`config.mk`:
```
export PLATFORM = sky130hd
export DESIGN_NAME = axis_stream_buffer
export DESIGN_NICKNAME = d
export VERILOG_FILES = /design/src/rtl/axis_stream_buffer.sv
export SDC_FILE = /design/constraint.sdc
export NUM_CORES = 1
export LEC_CHECK = 0
export CORE_ASPECT_RATIO = 0.8
export CORE_MARGIN = 2
export CORE_UTILIZATION = 45
export DETAILED_ROUTE_END_ITERATION = 10
export PLACE_DENSITY = 0.65
export SYNTH_ARGS = -nofsm -noshare
export SYNTH_HDL_FRONTEND = slang
export SYNTH_SLANG_ARGS = --single-unit
```
`constraint.sdc`:
```
create_clock -name aclk -period 12.7 [get_ports aclk]
set_input_delay 2.54 -clock aclk [delete_from_list [all_inputs] [get_ports aclk]]
set_output_delay 2.54 -clock aclk [all_outputs]
set_load 0.03 [all_outputs]
```
`src/rtl/axis_stream_buffer.sv`:
```
// Single-clock AXI4-Stream FIFO: circular buffer of {tlast, tstrb, tdata} beats
// with first-word-fall-through master side and full-based upstream backpressure.
module axis_stream_buffer #(
  parameter int C_S_AXIS_TDATA_WIDTH = 32,
  parameter int C_DEPTH              = 16
) (
  input  logic                                aclk,
  input  logic                                areset,
  input  logic [C_S_AXIS_TDATA_WIDTH-1:0]     S_AXIS_tdata,
  input  logic [C_S_AXIS_TDATA_WIDTH/8-1:0]   S_AXIS_tstrb,
  input  logic                                S_AXIS_tlast,
  input  logic                                S_AXIS_tvalid,
  output logic                                S_AXIS_tready,
  output logic [C_S_AXIS_TDATA_WIDTH-1:0]     M_AXIS_tdata,
  output logic [C_S_AXIS_TDATA_WIDTH/8-1:0]   M_AXIS_tstrb,
  output logic                                M_AXIS_tlast,
  output logic                                M_AXIS_tvalid,
  input  logic                                M_AXIS_tready,
  output logic [$clog2(C_DEPTH):0]            occupancy
);

  localparam int DW = C_S_AXIS_TDATA_WIDTH;
  localparam int SW = C_S_AXIS_TDATA_WIDTH / 8;
  localparam int AW = $clog2(C_DEPTH);
  localparam int OW = AW + 1;

  typedef struct packed {
    logic          last;
    logic [SW-1:0] strb;
    logic [DW-1:0] data;
  } beat_t;

  beat_t         mem_q [C_DEPTH];
  beat_t         beat_in;
  beat_t         head;
  logic [AW-1:0] wr_ptr_q, wr_ptr_d;
  logic [AW-1:0] rd_ptr_q, rd_ptr_d;
  logic [OW-1:0] occ_q, occ_d;
  logic          full, empty, push, pop;

  always_comb begin
    full    = (occ_q == OW'(C_DEPTH));
    empty   = (occ_q == '0);
    // Readiness depends only on stored state, so a pop never frees a slot
    // for a push in the same cycle.
    S_AXIS_tready = !full && !areset;
    M_AXIS_tvalid = !empty;
    push    = S_AXIS_tvalid && S_AXIS_tready;
    pop     = M_AXIS_tvalid && M_AXIS_tready;
    beat_in = '{last: S_AXIS_tlast, strb: S_AXIS_tstrb, data: S_AXIS_tdata};
    // Power-of-two depth: pointers wrap by natural overflow.
    wr_ptr_d = wr_ptr_q + AW'(push);
    rd_ptr_d = rd_ptr_q + AW'(pop);
    occ_d    = occ_q;
    case ({push, pop})
      2'b10:   occ_d = occ_q + OW'(1);
      2'b01:   occ_d = occ_q - OW'(1);
      default: occ_d = occ_q;
    endcase
    head = empty ? '0 : mem_q[rd_ptr_q];
  end

  assign M_AXIS_tdata = head.data;
  assign M_AXIS_tstrb = head.strb;
  assign M_AXIS_tlast = head.last;
  assign occupancy    = occ_q;

  always_ff @(posedge aclk) begin
    if (areset) begin
      wr_ptr_q <= '0;
      rd_ptr_q <= '0;
      occ_q    <= '0;
    end else begin
      wr_ptr_q <= wr_ptr_d;
      rd_ptr_q <= rd_ptr_d;
      occ_q    <= occ_d;
    end
  end

  // Storage is left uncleared on reset; occupancy alone defines validity.
  always_ff @(posedge aclk) begin
    if (push) mem_q[wr_ptr_q] <= beat_in;
  end

endmodule

```
==> results of run 1 <==
flip-flops by register name, indices dropped and copies added, names as in the netlist:
| signal | count |
|---|---|
| wr_ptr_q | 4 |
| mem_q | 592 |
| occupancy | 5 |
| rd_ptr_q | 4 |
cell usage after synthesis, types with 3 or more instances:
cell type                  count  area share
sky130_fd_sc_hd__a221o_1      37       0.016
sky130_fd_sc_hd__buf_1         9      0.0015
sky130_fd_sc_hd__buf_2        19      0.0041
sky130_fd_sc_hd__buf_4         3     0.00097
sky130_fd_sc_hd__buf_6         5      0.0024
sky130_fd_sc_hd__clkbuf_1     16      0.0026
sky130_fd_sc_hd__dfxtp_1      13       0.011
sky130_fd_sc_hd__edfxtp_1    592        0.76
sky130_fd_sc_hd__ha_1          8      0.0043
sky130_fd_sc_hd__inv_1         5     0.00081
sky130_fd_sc_hd__mux2_2       37       0.018
sky130_fd_sc_hd__mux4_2      148        0.14
sky130_fd_sc_hd__nand2_1       4     0.00064
sky130_fd_sc_hd__nand2b_1      5      0.0013
sky130_fd_sc_hd__nand3_1       5      0.0011
sky130_fd_sc_hd__nor2_1       17      0.0027
sky130_fd_sc_hd__nor2b_1      42       0.011
sky130_fd_sc_hd__nor3_1        9      0.0019
sky130_fd_sc_hd__xnor2_1       3      0.0011
sky130_fd_sc_hd__xor2_1        4      0.0015
critical path, cell delays in order:
cell and delay (ns):
sky130_fd_sc_hd__clkdlybuf4s50_1 0.74, sky130_fd_sc_hd__nor2_1 0.23, sky130_fd_sc_hd__clkdlybuf4s50_1 0.68
cells by family after synthesis:
group | count (synthesis)
compound gates | 47
xor+xnor | 7
fa+ha+maj | 8
buf+inv | 57
flops | 605
mux | 186
simple gates | 99
cell type report:
| class | instances | area share |
|---|---|---|
| antenna | 1 | 0.0000933 |
| clock buffer | 65 | 0.0535 |
| timing repair buffer | 112 | 0.0396 |
| multi-input combinational | 347 | 0.189 |
| inverter | 5 | 0.000700 |
| clock inverter | 32 | 0.0121 |
| tap | 684 | 0.0319 |
| sequential | 605 | 0.673 |
stage by stage:
step | instance area [sq um] | setup slack (ns)
final | 26800 | 5.97
after global routing | 26800 | 5.76
after CTS | 26800 | 5.88
after detailed placement | 25100 | 5.97
after global placement | 25100 | 5.95
after floorplan | 23300 | 5.59
how the worst min path moves through the flow:
| stage | end | slack, ns | depth (start not counted) |
|---|---|---|---|
| 4_1_cts | occupancy[3]$_SDFFE_PP0P_ | 0.60 | 2 |
| 5_1_grt | occupancy[3]$_SDFFE_PP0P_ | 0.63 | 2 |
| 3_5_place_dp | occupancy[3]$_SDFFE_PP0P_ | 0.59 | 2 |
| 2_1_floorplan | wr_ptr_q[2]$_SDFF_PP0_ | 0.55 | 2 |
| 6_report | occupancy[3]$_SDFFE_PP0P_ | 0.59 | 2 |
| 3_3_place_gp | occupancy[3]$_SDFFE_PP0P_ | 0.54 | 2 |
per-layer routing:
layer	track usage	up-vias	part of all wire
met5	0	-	0.00034
li1	-	4539	-
met3	0.0288	57	0.041
met4	0.0415	2	0.015
met1	0.249	5663	0.44
met2	0.303	207	0.51
layout by cell type (no fill, tap or decap), types with 6 or more instances in the layout:
cell type	count
sky130_fd_sc_hd__clkbuf_1	9
sky130_fd_sc_hd__nor2b_1	42
sky130_fd_sc_hd__nor2_4	11
sky130_fd_sc_hd__a221o_1	37
sky130_fd_sc_hd__buf_4	27
sky130_fd_sc_hd__nor3_2	6
sky130_fd_sc_hd__ha_1	8
sky130_fd_sc_hd__nor2_1	8
sky130_fd_sc_hd__clkbuf_16	56
sky130_fd_sc_hd__edfxtp_1	592
sky130_fd_sc_hd__mux4_2	148
sky130_fd_sc_hd__mux2_2	37
sky130_fd_sc_hd__dfxtp_1	10
sky130_fd_sc_hd__clkinv_1	8
sky130_fd_sc_hd__bufinv_16	6
sky130_fd_sc_hd__clkinv_2	12
sky130_fd_sc_hd__clkdlybuf4s50_1	84
power groups by stage:
| stage | Clock, uW | Sequential, uW | Combinational (uW) |
|---|---|---|---|
| 2_1_floorplan | 0 | 2290 | 759 |
| 3_3_place_gp | 0 | 2330 | 1100 |
| 3_5_place_dp | 0 | 2330 | 1110 |
| 4_1_cts | 1670 | 2290 | 1110 |
| 5_1_grt | 1740 | 2290 | 1160 |
| 6_report | 1630 | 2280 | 1090 |
==> impl_summary.md, run 1 <==
Outcome
The run finished with clean final reports.

CTS
Post-CTS timing repair inserted 0 buffers for setup. The count of hold buffers inserted by post-cts repair is 0. Clock-pin slew was measured on the worst setup and hold paths at 0.06 ns. The largest buffer count on any clock path is 3. The total of cells resized after clock tree synthesis is 0.

TritonCTS built the clock tree. The TritonCTS buffer count is 55. The H-tree was split into 2 levels. The latest clock arrival within the worst-skew pair is 0.60 ns. The clock tree root driver cell is sky130_fd_sc_hd__clkbuf_16. The tree built by TritonCTS fans out to 605 sinks.

Yosys
The simple-gate share of the synthesized area is 0.0250. The cell area that synthesis handed to floorplanning was 23300 sq um. In this run, synthesis produced a sequential element count of 605. For this run, the register share of the synthesized area comes to 0.775. The warning count from the yosys run is 0. Among all flip-flop cells after synthesis, the most frequent one is sky130_fd_sc_hd__edfxtp_1. The average instance in the mapped netlist occupies 23.1 sq um. In this run, distinct cell masters in the synthesized netlist total 42. The parity-gate share of the synthesized area counting xor and xnor cells is 0.00263. The number of cells produced by synthesis is 1009. Of the total synthesized cell area, the portion taken by full adders, half adders and majority gates is 0.00430.

Of all flip-flops after synthesis, the portion carrying an async set or reset was 0. The dominant combinational cell family by area after synthesis is multiplexers. Counting flops with a built-in enable in the synthesized netlist gives 592.

Measured against the total synthesized area, the mux share comes to 0.161. The synthesized-area fraction occupied by ao, oa, aoi and oai cells was 0.0196. The synthesized net count is 1058.

STA
The number of hold-slack violations in the final timing report is 0. After routing, the total negative slack on setup checks comes to 0 ns. The measured slew at the worst slew-check pin is 1.30 ns. The total count of max-transition violations in the final report is 0. The fmax is 149 MHz. The final period utilization is 0.530. Setup repair after global routing left no endpoint under its margin. The normalized max-slew margin is 0.134. The worst path needs 6.73 ns of the cycle, external delays included.

The final-report setup violation count is 0. The final-layout worst hold slack is 0.588 ns. Clock skew on the completed layout was measured at 0.00843 ns.

Run
Max-cap violations in this run came to 0.

Worst setup path
The critical path data required time is 10.16 ns. The worst reg-to-reg setup slack is 9.38 ns. The maximum fanout along the worst path is 19. The destination of the worst register-to-register timing path is occupancy[4]$_SDFFE_PP0P_. The number of cell instances on the worst register-to-register path is 9. The worst setup path is launched from a primary input. The category of the most critical setup path is primary input to output pin. For the worst setup path, the data arrival time is 4.19 ns. Following the worst setup path forward leads to its endpoint at S_AXIS_tready. The launch point of the worst path is areset. The worst setup path is captured at an output pin.

The startpoint of the worst-slack reg-to-reg timing path is occupancy[0]$_SDFFE_PP0P_.

Pwr
The power share of the clock group is 0.326. The internal portion of total power is 3670 uW. The power per cell area is 186 nW/um^2. Of the total power, the share spent switching nets is 0.266. The leakage component of the power is 0.00811 uW. The switching power total is 1330 uW. Of the total power, combinational logic draws 0.218. Across the VDD grid, the largest voltage drop is 0.114 mV.

The share of power burned in registers is 0.457. The design draws 5000 uW.

Drt
The DRC violations left is 0. Summed over all layers, the routed wires come to 47.1 mm. The pre-antenna-repair detailed-routing pass consisted of 5 iterations. The remaining antenna violation count is 0.

The detailed-route vias per instance is 5.66. The routed length per instance is 25.5 um. The routed layout has 10500 vias.

The first-iteration detailed-routing DRC count is 811.

Hold path
In this run the most critical hold path is launched from occupancy[3]$_SDFFE_PP0P_. The path type of the worst min-delay path is flip-flop to flip-flop.

Place
The cell count after placement is 1753. The number of buffer cells added on primary ports is 84. The congestion estimate from routability-driven global placement came to 0.700. The HPWL after detailed placement is 24.5 mm.

Die
The floorplan step defined a die boundary enclosing 53600 sq um. The effective utilization at floorplan is 0.456. The die boundary height is 207 um. The boundary pin count is 85. The x dimension of the die is 258 um. The row count is 74. In this run the standard cell core region covers 51100 sq um.

Cells and area
The sequential cells in the finished layout cover a total of 18000 sq um. The area growth from synthesis to layout is 15.2%. The net count of the finished layout is 1175. The fraction of layout cells with a size suffix above 1 is 0.273. Counting the fill cells in the layout gives 3962. The multi-input gate area in the final layout is 5080 sq um. The share of the core filled with cells is 0.525. After the flow finishes, the layout carries non-filler instances totaling 1851.

Global route
The first-pass GRT wire length is 71.2 mm. The largest net degree at the start of global routing is 98. In the global route stage, overall resource usage came out at 0.180. After global routing the overflow that remains totals 0. The via count of the first global-routing pass was 11100. The initial antenna violation count was 2.
(Power assumes the default switching activity.)
==> run 2: changes to the inputs <==
clock period = 6.6 ns   (was 12.7 ns; I/O delays follow)
==> run 2 against run 1 <==
Effect of this change: clock power is 80% higher; register-to-register slack worse by 6.1 ns; via count is 1.8% higher; clock skew is 0.017 ns higher; largest power group unchanged; flip-flop and latch count stayed put; routed wire length is 2.9% higher; cell count is 0.27% higher; sequential power is 93% higher; critical path type is now flip-flop to output pin.
==> impl_summary.md, run 2 (synthesis gave the netlist of run 1 again) <==
Outcome
The flow ran to the end, and the final reports show no timing, DRC or antenna violations.

Drt
The first-iteration detailed-routing DRC count is 1074 (+32%). The total detailed-routing wirelength was 48.5 mm (+2.9%). The detailed-route vias per instance is 5.74 (+1.5%).

The DRC violations left came to 0 (unchanged). The routed length per instance was 26.1 um (+2.7%). The remaining antenna violation count is 0 (unchanged). The total via count after detailed routing is 10700 (+1.8%). The count of TritonRoute iterations in the first routing pass is 4 (-1).

Global route
The first-pass GRT wire length is 72.5 mm (+1.7%). The initial antenna violation count is 1 (-1). The via count of the first global-routing pass is 11100 (-0.55%). The largest net degree at the start of global routing is 49 (-50%).

The remaining global-route overflow was 0 (unchanged). The overall global routing resource usage is 0.183 (+0.00281).

CTS
The number of sinks handled by clock tree synthesis is 605 (unchanged). The total of cells resized after clock tree synthesis is 0 (unchanged). The post-CTS clock slew at the launch and capture registers of the worst setup and hold paths was 0.07 ns (about the same). The number of H-tree branching levels is 2 (unchanged). The latest clock arrival within the worst-skew pair is 0.62 ns (+0.02 ns). The count of hold buffers inserted by post-cts repair is 0 (unchanged).

The number of setup buffers added after CTS is 0 (unchanged). The clock tree root driver cell is sky130_fd_sc_hd__clkbuf_16. The TritonCTS buffer count is 56 (+1.8%). The largest buffer count on any clock path was 3 (unchanged).

TritonCTS built the clock tree.

STA
Setup repair after global routing left no endpoint under its margin. The total count of max-transition violations in the final report is 0 (unchanged). The number of hold-slack violations in the final timing report is 0 (unchanged). The normalized max-slew margin is 0.291 (+0.157). Timing would allow up to 195 MHz. The setup clock skew after layout is 0.0254 ns (+0.0169 ns). The final-report setup violation count is 0 (unchanged). The measured slew at the worst slew-check pin is 1.06 ns (-0.237 ns). The final period utilization is 0.775.

The total negative setup slack was 0 ns (unchanged). The post-route minimum period is 5.12 ns.

Place
The cell count after placement is 1757 (+0.23%). The HPWL after detailed placement was 25.9 mm (+5.8%). The placer congestion estimate came to 0.729 (+4.1%). The number of buffer cells added on primary ports is 84 (unchanged). The total cell area at the placement stage was 25100 sq um (+0.27%).

Worst setup path
The maximum fanout along the worst path was 48 (+29). The category of the most critical setup path is flip-flop to output pin. The critical path endpoint category is an output pin. The critical path data required time is 5.28 ns (-4.88 ns). The endpoint arrival time on the critical path is 3.80 ns (-0.39 ns). The startpoint type of the worst setup path is a flip-flop.

Pwr
The internal portion of total power was 6890 uW (+88%). The switching part of the total power came to 0.270 (+0.00439). The power share of the clock group is 0.311 (-0.015). The fraction of power consumed by combinational cells is 0.223 (+0.005). The switching power total is 2550 uW (+92%). The share of power burned in registers came to 0.466 (+0.009). The leakage component of the power is 0.00807 uW (-0.49%).

The largest voltage drop on the vdd net was 0.230 mV (+100%). The power per cell area was 353 nW/um^2 (+89%). The total chip power was 9450 uW (+89%).

Cells and area
The most frequent standard cell in the layout excluding fill and tap cells is sky130_fd_sc_hd__edfxtp_1. The number of flip-flops under the largest register name is 592 (unchanged). More flip-flops sit in one register than any other, and that register is mem_q. The final non-filler cell area was 26800 sq um (-0.26%).

From synthesis to final layout, the design area changed by 14.9%. The post-layout net count was 1180 (+0.43%). The filler cell count is 3929 (-0.83%). The top cell types in the final layout, fill and taps aside, are sky130_fd_sc_hd__edfxtp_1 (592), sky130_fd_sc_hd__mux4_2 (148), sky130_fd_sc_hd__clkdlybuf4s50_1 (84).

The post-layout instance count excluding filler cells is 1856 (+0.27%). The fraction of layout cells with a size suffix above 1 was 0.266 (-0.00714). The share of the core filled with cells is 0.524 (-0.00135).

Run
The number of violations of the max-capacitance limit was 0 (unchanged).

Die
The row count is 74 (unchanged). The boundary pin count came to 85 (unchanged). The die boundary height is 207 um (unchanged). The x dimension of the die is 258 um (unchanged). The floorplan die area is 53600 sq um (unchanged). The area of the core region is 51100 sq um (unchanged). The effective utilization at floorplan is 0.456 (unchanged).

Hold path
The path class of the tightest hold or removal check is flip-flop to flip-flop.
==> run 2: cell count changes in the layout (fill, tap and decap cells not counted), sizes merged <==
cell,delta
buf,+4
bufinv,-5
clkbuf,+7
clkinv,+1
clkinvlp,-2
==> run 2: through the flow <==
stage | setup WS [ns] | hold WS, ns
6_report | 1.48 | 0.589
5_1_grt | 1.28 | 0.629
4_1_cts | 1.39 | 0.578
3_5_place_dp | 1.93 | 0.569
3_3_place_gp | 2.00 | 0.557
2_1_floorplan | 0.711 | 0.550
==> run 2: final timing paths <==
kind / start / to / slack [ns] / cells past startpoint
worst max-delay path: rd_ptr_q[1]$_SDFF_PP0_ / M_AXIS_tdata[9] / 1.48 / 5
worst min-delay path: occupancy[3]$_SDFFE_PP0P_ / occupancy[3]$_SDFFE_PP0P_ / 0.59 / 2
worst max register to register: occupancy[0]$_SDFFE_PP0P_ / occupancy[4]$_SDFFE_PP0P_ / 3.31 / 9
worst min register to register: occupancy[3]$_SDFFE_PP0P_ / occupancy[3]$_SDFFE_PP0P_ / 0.59 / 2
==> run 2: layer usage <==
layer | GRT usage | routed length [um]
met1 | 0.266 | 21700
met2 | 0.288 | 23400
met3 | 0.0286 | 2300
met4 | 0.0536 | 1170
met5 | 0 | 0
==> run 2: power groups by stage <==
stage               Sequential [uW]  Combinational (uW)  Clock, uW
finish                         4410                2110       2940
global route                   4420                2240       3150
CTS                            4410                2150       3010
detailed placement             4490                2140          0
global placement               4490                2130          0
floorplan                      4420                1460          0
==> run 2: cell type report <==
| class | count | area, sq um | area share |
|---|---|---|---|
| Antenna cell | 1 | 2.50 | 0.0000935 |
| Clock buffer | 72 | 1460 | 0.0546 |
| Clock inverter | 26 | 163 | 0.00608 |
| Inverter | 5 | 18.8 | 0.000701 |
| Multi-Input combinational cell | 347 | 5080 | 0.190 |
| Sequential cell | 605 | 18000 | 0.675 |
| Tap cell | 684 | 856 | 0.0320 |
| Timing Repair Buffer | 116 | 1130 | 0.0423 |
==> run 2: worst max-delay path: stages, from the launching register on <==
cell and delay (ns):
sky130_fd_sc_hd__dfxtp_4 0.96, sky130_fd_sc_hd__buf_4 0.44, sky130_fd_sc_hd__mux4_2 0.55, sky130_fd_sc_hd__mux2_2 0.29
sky130_fd_sc_hd__a221o_1 0.34, sky130_fd_sc_hd__clkdlybuf4s50_1 0.61
==> run 3: changes to the inputs <==
clock period = 5.3 ns   (was 6.6 ns; I/O delays follow)
==> run 3 against run 2 <==
Effect of this change: total power is 24% higher; first-iteration DRC count is 32% lower; design area is 0.42% higher; non-clock buffer count is 3 higher; clock power is 22% higher; core utilization is 0.22 points higher; combinational power is 29% higher; count of clock-buffer cells in the layout is 1 lower; highest routed layer unchanged.
==> impl_summary.md, run 3 (synthesis gave the netlist of run 1 again) <==
Drt
The first-iteration detailed-routing DRC count is 729 (-32%). The wire length on met1 came to 20.7 mm (-4.7%). The detailed-route vias per instance was 5.62 (-2.1%). The DRC violations left is 0 (unchanged). The total via count after detailed routing is 10500 (-1.8%). The detailed-routed wire length on met2 is 22.5 mm (-3.7%). The routed length per instance is 24.6 um (-5.8%). The remaining antenna violation count is 0 (unchanged). The highest layer touched by signal routing is met4. The amount of wire on met3 after detailed routing came to 2.00 mm (-13%). The count of TritonRoute iterations in the first routing pass is 5 (+1). The total detailed-routing wirelength is 45.8 mm (-5.5%).

Global route
The via count of the first global-routing pass is 11100 (-0.099%). The overall global routing resource usage is 0.172 (-0.0104). The largest net degree at the start of global routing is 44 (-10%). The initial antenna violation count is 0 (-1). The remaining global-route overflow is 0 (unchanged). The first-pass GRT wire length is 69.1 mm (-4.7%).

STA
The total count of max-transition violations in the final report is 0 (unchanged). The normalized max-slew margin came to 0.489 (+0.198). The total negative setup slack is 0 ns (unchanged). The final period utilization is 0.861.

Derived from the worst setup path, the maximum achievable clock frequency is 219 MHz. The measured slew at the worst slew-check pin was 0.765 ns (-0.296 ns). Setup repair after global routing left no endpoint under its margin. The setup clock skew after layout was 0.0165 ns (-0.00889 ns). The clock period could shrink to 4.56 ns. The final-report setup violation count is 0 (unchanged). The worst setup margin is 0.737 ns (-0.745 ns). The number of hold-slack violations in the final timing report is 0 (unchanged).

Hold path
In this run the most critical hold path is launched from occupancy[3]$_SDFFE_PP0P_. In this run the worst hold path is classified as flip-flop to flip-flop.

Worst setup path
The worst reg-to-reg setup slack came to 1.94 ns (-1.37 ns). The category of the most critical setup path is flip-flop to output pin. The startpoint type of the worst setup path is a flip-flop. The maximum fanout along the worst path is 32 (-33%).

STA classifies the critical path endpoint as an output pin. The startpoint of the worst-slack reg-to-reg timing path is occupancy[0]$_SDFFE_PP0P_. The critical path starts at rd_ptr_q[1]$_SDFF_PP0_. The endpoint arrival time on the critical path was 3.50 ns (-0.30 ns). The critical path data required time came to 4.24 ns (-1.04 ns).

Run
The number of violations of the max-capacitance limit is 0 (unchanged).

Cells and area
The library cells used most frequently in the layout, excluding fill and tap cells, are sky130_fd_sc_hd__edfxtp_1 (592), sky130_fd_sc_hd__mux4_2 (148), sky130_fd_sc_hd__clkdlybuf4s50_1 (84). The register name with the most flops is mem_q. The filler cell count is 3929 (unchanged). Leaving out fill and tap cells, the most frequent cell in the layout is sky130_fd_sc_hd__edfxtp_1. The final non-filler cell area is 26900 sq um (+0.42%). The post-layout net count is 1182 (+0.17%). Compared with the post-synthesis result, the final layout area differs by 15.4%.

The final antenna diode count is 0 (-1). The number of flip-flops under the largest register name is 592 (unchanged). The fraction of layout cells with a size suffix above 1 is 0.269 (+0.00352).

CTS
The total of cells resized after clock tree synthesis is 0 (unchanged). The count of hold buffers inserted by post-cts repair came to 0 (unchanged). The clock tree root driver cell is sky130_fd_sc_hd__clkbuf_16. The number of setup buffers added after CTS is 0 (unchanged). The latest clock arrival within the worst-skew pair is 0.58 ns (-0.04 ns). The number of sinks handled by clock tree synthesis is 605 (unchanged). The TritonCTS buffer count came to 55 (-1.8%). TritonCTS built the clock tree. The post-CTS clock slew at the launch and capture registers of the worst setup and hold paths is 0.07 ns (about the same). The largest buffer count on any clock path is 3 (unchanged). The number of H-tree branching levels is 2 (unchanged).

Die
The floorplan die area is 53600 sq um (unchanged). The area of the core region is 51100 sq um (unchanged). The row count came to 74 (unchanged). The boundary pin count is 85 (unchanged). The die boundary height is 207 um (unchanged). The effective utilization at floorplan is 0.456 (unchanged). The x dimension of the die is 258 um (unchanged).

Place
The placer congestion estimate is 0.727 (-0.33%). The HPWL after detailed placement is 25.1 mm (-3.1%). The number of buffer cells added on primary ports is 84 (unchanged). The worst slack at placement is 0.951 ns (-0.974 ns).

The total cell area at the placement stage was 25200 sq um (+0.47%).

Pwr
The largest voltage drop on the vdd net came to 0.346 mV (+50%). The leakage component of the power is 0.00810 uW (+0.48%). The power per cell area is 437 nW/um^2 (+24%).

Outcome
The flow ran to the end, and the final reports show no timing, DRC or antenna violations.
-- run 3: changes by cell type in the layout (fill, tap and decap cells not counted), sizes merged --
cell    previous run  this run
clkinv            22        27
buf               32        35
clkbuf            72        71
diode              1         0
-- run 3: power by group --
part	leakage, uW	switching [uW]	internal [uW]	total, uW
registers	0.00544	100	5330	5430
logic	0.00188	1420	1290	2720
clock network	0.000789	1640	1960	3600
-- run 3: per-layer routing --
| layer | GRT usage | vias up |
|---|---|---|
| met1 | 0.248 | 5628 |
| met2 | 0.283 | 227 |
| met3 | 0.0277 | 54 |
| met5 | 0 | - |
| li1 | - | 4551 |
| met4 | 0.0331 | 0 |
-- run 3: worst max-delay path, cell delays in order (launching register included) --
cell and delay, ns:
sky130_fd_sc_hd__dfxtp_4 0.72, sky130_fd_sc_hd__buf_12 0.32, sky130_fd_sc_hd__mux4_2 0.55, sky130_fd_sc_hd__mux2_2 0.27
sky130_fd_sc_hd__a221o_1 0.39, sky130_fd_sc_hd__clkdlybuf4s50_1 0.63
-- run 3: final cells by class --
| cell class | instances | area, sq um | area share |
|---|---|---|---|
| Clock buffer | 71 | 1440 | 0.0535 |
| Sequential cell | 605 | 18000 | 0.672 |
| Multi-Input combinational cell | 347 | 5080 | 0.189 |
| Clock inverter | 31 | 183 | 0.00680 |
| Tap cell | 684 | 856 | 0.0319 |
| Timing Repair Buffer | 119 | 1240 | 0.0462 |
| Inverter | 5 | 18.8 | 0.000699 |
-- run 3: worst paths after layout --
kind         depth (start not counted)                        end
max                                  5            M_AXIS_tdata[2]
min                                  2  occupancy[3]$_SDFFE_PP0P_
max reg2reg                          9  occupancy[4]$_SDFFE_PP0P_
min reg2reg                          2  occupancy[3]$_SDFFE_PP0P_
-- run 3: stage by stage --
step | total power, uW | utilization | std cells | hold slack [ns]
floorplan | 7320 | - | 1009 | 0.550
global placement | 8290 | 0.494 | 1760 | 0.553
detailed placement | 8310 | 0.494 | 1760 | 0.552
CTS | 11900 | 0.526 | 1862 | 0.562
global route | 12200 | 0.526 | 1862 | 0.596
finish | 11800 | 0.526 | 1862 | 0.553
==> variant, RTL diff (config.mk and constraints of run 2) <==
The parameter `C_DEPTH` goes from 16 to 8.
--- a/src/rtl/axis_stream_buffer.sv
+++ b/src/rtl/axis_stream_buffer.sv
@@ -2,7 +2,7 @@
 // with first-word-fall-through master side and full-based upstream backpressure.
 module axis_stream_buffer #(
   parameter int C_S_AXIS_TDATA_WIDTH = 32,
-  parameter int C_DEPTH              = 16
+  parameter int C_DEPTH              = 8
 ) (
   input  logic                                aclk,
   input  logic                                areset,
Ports: changed (resized occupancy); port bits go from 85 to 84. The function was not compared with the original's and may differ.
==> variant against run 2 <==
- routed wire length shrank 53%
- critical path depth is the same
- final cell count shrank 46%
- count of clock-buffer cells in the layout fell by 37
- sequential cell count shrank 299
- area after synthesis shrank 49%
- sequential share of layout area is 2.3 points lower
- first-iteration DRC count shrank 64%
- power down 42%
- worst setup slack gained 0.34 ns
- final area fell by 48%
- synthesized cell count decreased by 47%
- critical endpoint is now M_AXIS_tdata[3]
- largest cell class unchanged
- highest routed layer unchanged
==> variant: results (changes against run 2) <==
* Syn nets at 582 (was 1,058)
* GRT Util Overall at 0.172 (was 0.183)
* Mux share of post-synthesis cell area at 0.175 (was 0.161)
* Clk_lat worst skew at 0.54 ns (was 0.62 ns)
* Final Net Count at 684 (was 1,180)
* Worst-Margin Slew at 1.16 ns (was 1.06 ns)
* Placed cell areas at 0.0131 mm2 (was 0.0251 mm2)
* Status: complete, no violations (unchanged)
* Setup bufs post-CTS at 0 (unchanged)
* Finished Layout Cells at 1,010 (was 1,856)
* Ranking of synthesized cells by area: edfxtp_1 (75%), mux4_2 (14%), mux2i_1 (3.2%) (was edfxtp_1 (76%), mux4_2 (14%), mux2_2 (1.8%))
* Filler cells at 2,007 (was 3,929)
* Post-synth EDFFs at 296 (was 592)
* Met3 GRT Util at 0.0332 (was 0.0286)
* Port bufs at 83 (was 84)
* Dpl cells at 956 (was 1,757)
* XOR/XNOR Fraction of Synth Area at 0.00371 (was 0.00263)
* Drt wl/cell at 22.6 um (was 26.1 um)
* Switching share of power at 0.305 (was 0.270)
* Sequential-to-total area share from yosys stat at 0.771 (was 0.775)
* Top reg by flops: mem_q (unchanged)
* Htree depth at 1 (was 2)
* Clock group at 1560 uW (was 2940 uW)
* DR pass1 iterations at 4 (unchanged)
* Global-route wire length before repair at 35,100 um (was 72,500 um)
* Lkg Pwr at 0.00427 uW (was 0.00807 uW)
* Reg clk slew, reported paths at about 0.060 ns
* VDD IR max at 330 uV (was 230 uV)
* Largest net degree at the start of global routing at 76 (was 49)
* CP max stage delay at 0.88 ns (was 0.96 ns)
* DP HPWL at 12,700 um (was 25,900 um)
* Unique masters post-synth at 26 (was 42)
* Vias per inst at 5.38 (was 5.74)
* Gpl congestion at 0.731 (was 0.729)
* Adder-cell share of the synthesized area at 0.00743 (was 0.00430)
* Number of global-route vias before repair at 5,853 (was 11,077)
* Comb pwr at 1600 uW (was 2110 uW)
* Finished Cell Area at 0.0140 mm2 (was 0.0268 mm2)
* Post-synthesis compound-gate area fraction at 0.00340 (was 0.0196)
* Post-synth top cells: edfxtp_1 (296), mux4_2 (73), nor2_1 (48) (was edfxtp_1 (592), mux4_2 (148), nor2b_1 (42))
* Initial DRC Count at 390 (was 1,074)
* Met1 Use GR at 0.258 (was 0.266)
* M2 GR Usage at 0.270 (was 0.288)
* CTS buffer count at 29 (was 56)
* Syn Inst Count at 534 (was 1,009)
* Proportion of layout cells with a drive suffix above 1 at 0.211 (was 0.266)
* Root buf cell: clkbuf_16 (unchanged)
-- variant: changes by cell type after synthesis, moves of 31 or more --
cell	delta
a221o_1	-37
edfxtp_1	-296
mux2_2	-37
mux2i_1	+37
mux4_2	-75
nor2_1	+31
nor2b_1	-33
-- variant: final timing paths --
kind,start,to,slack [ns],cells after the start
max reg2reg,occupancy[1]$_SDFFE_PP0P_,mem_q[7][8]$_DFFE_PP_,3.75,7
min,wr_ptr_q[2]$_SDFF_PP0_,wr_ptr_q[2]$_SDFF_PP0_,0.54,2
min reg2reg,wr_ptr_q[2]$_SDFF_PP0_,wr_ptr_q[2]$_SDFF_PP0_,0.54,2
max,rd_ptr_q[0]$_SDFF_PP0_,M_AXIS_tdata[3],1.82,5
-- variant: layer usage --
layer / vias up / share of wire / wire length, um
met1: 2840 / 0.46 / 10400
li1: 2402 / - / -
met4: 0 / 0.0095 / 217
met3: 18 / 0.068 / 1550
met5: - / 0 / 0
met2: 172 / 0.47 / 10600
-- variant: stage by stage --
stage,setup WS (ns),total power [uW]
after global placement,2.32,3950
after floorplan,1.33,3380
final,1.82,5470
after global routing,1.56,5710
after detailed placement,2.27,3980
after CTS,1.72,5530
-- variant: critical path, delay by kind of cell (launching register included) --
family                 cells  cell delay (ns)
buffers and inverters      2             1.12
flip-flops                 1             0.88
multiplexers               2             0.83
AND/OR/NAND/NOR            1             0.09
-- variant: layout make-up --
class | count | share of cell area
well taps | 351 | 0.0315
clock buffers | 35 | 0.0536
inverters | 2 | 0.000538
multi-input cells | 201 | 0.186
clock inverters | 18 | 0.0101
flip-flops and latches | 306 | 0.652
diodes | 1 | 0.000179
repair buffers | 96 | 0.0665
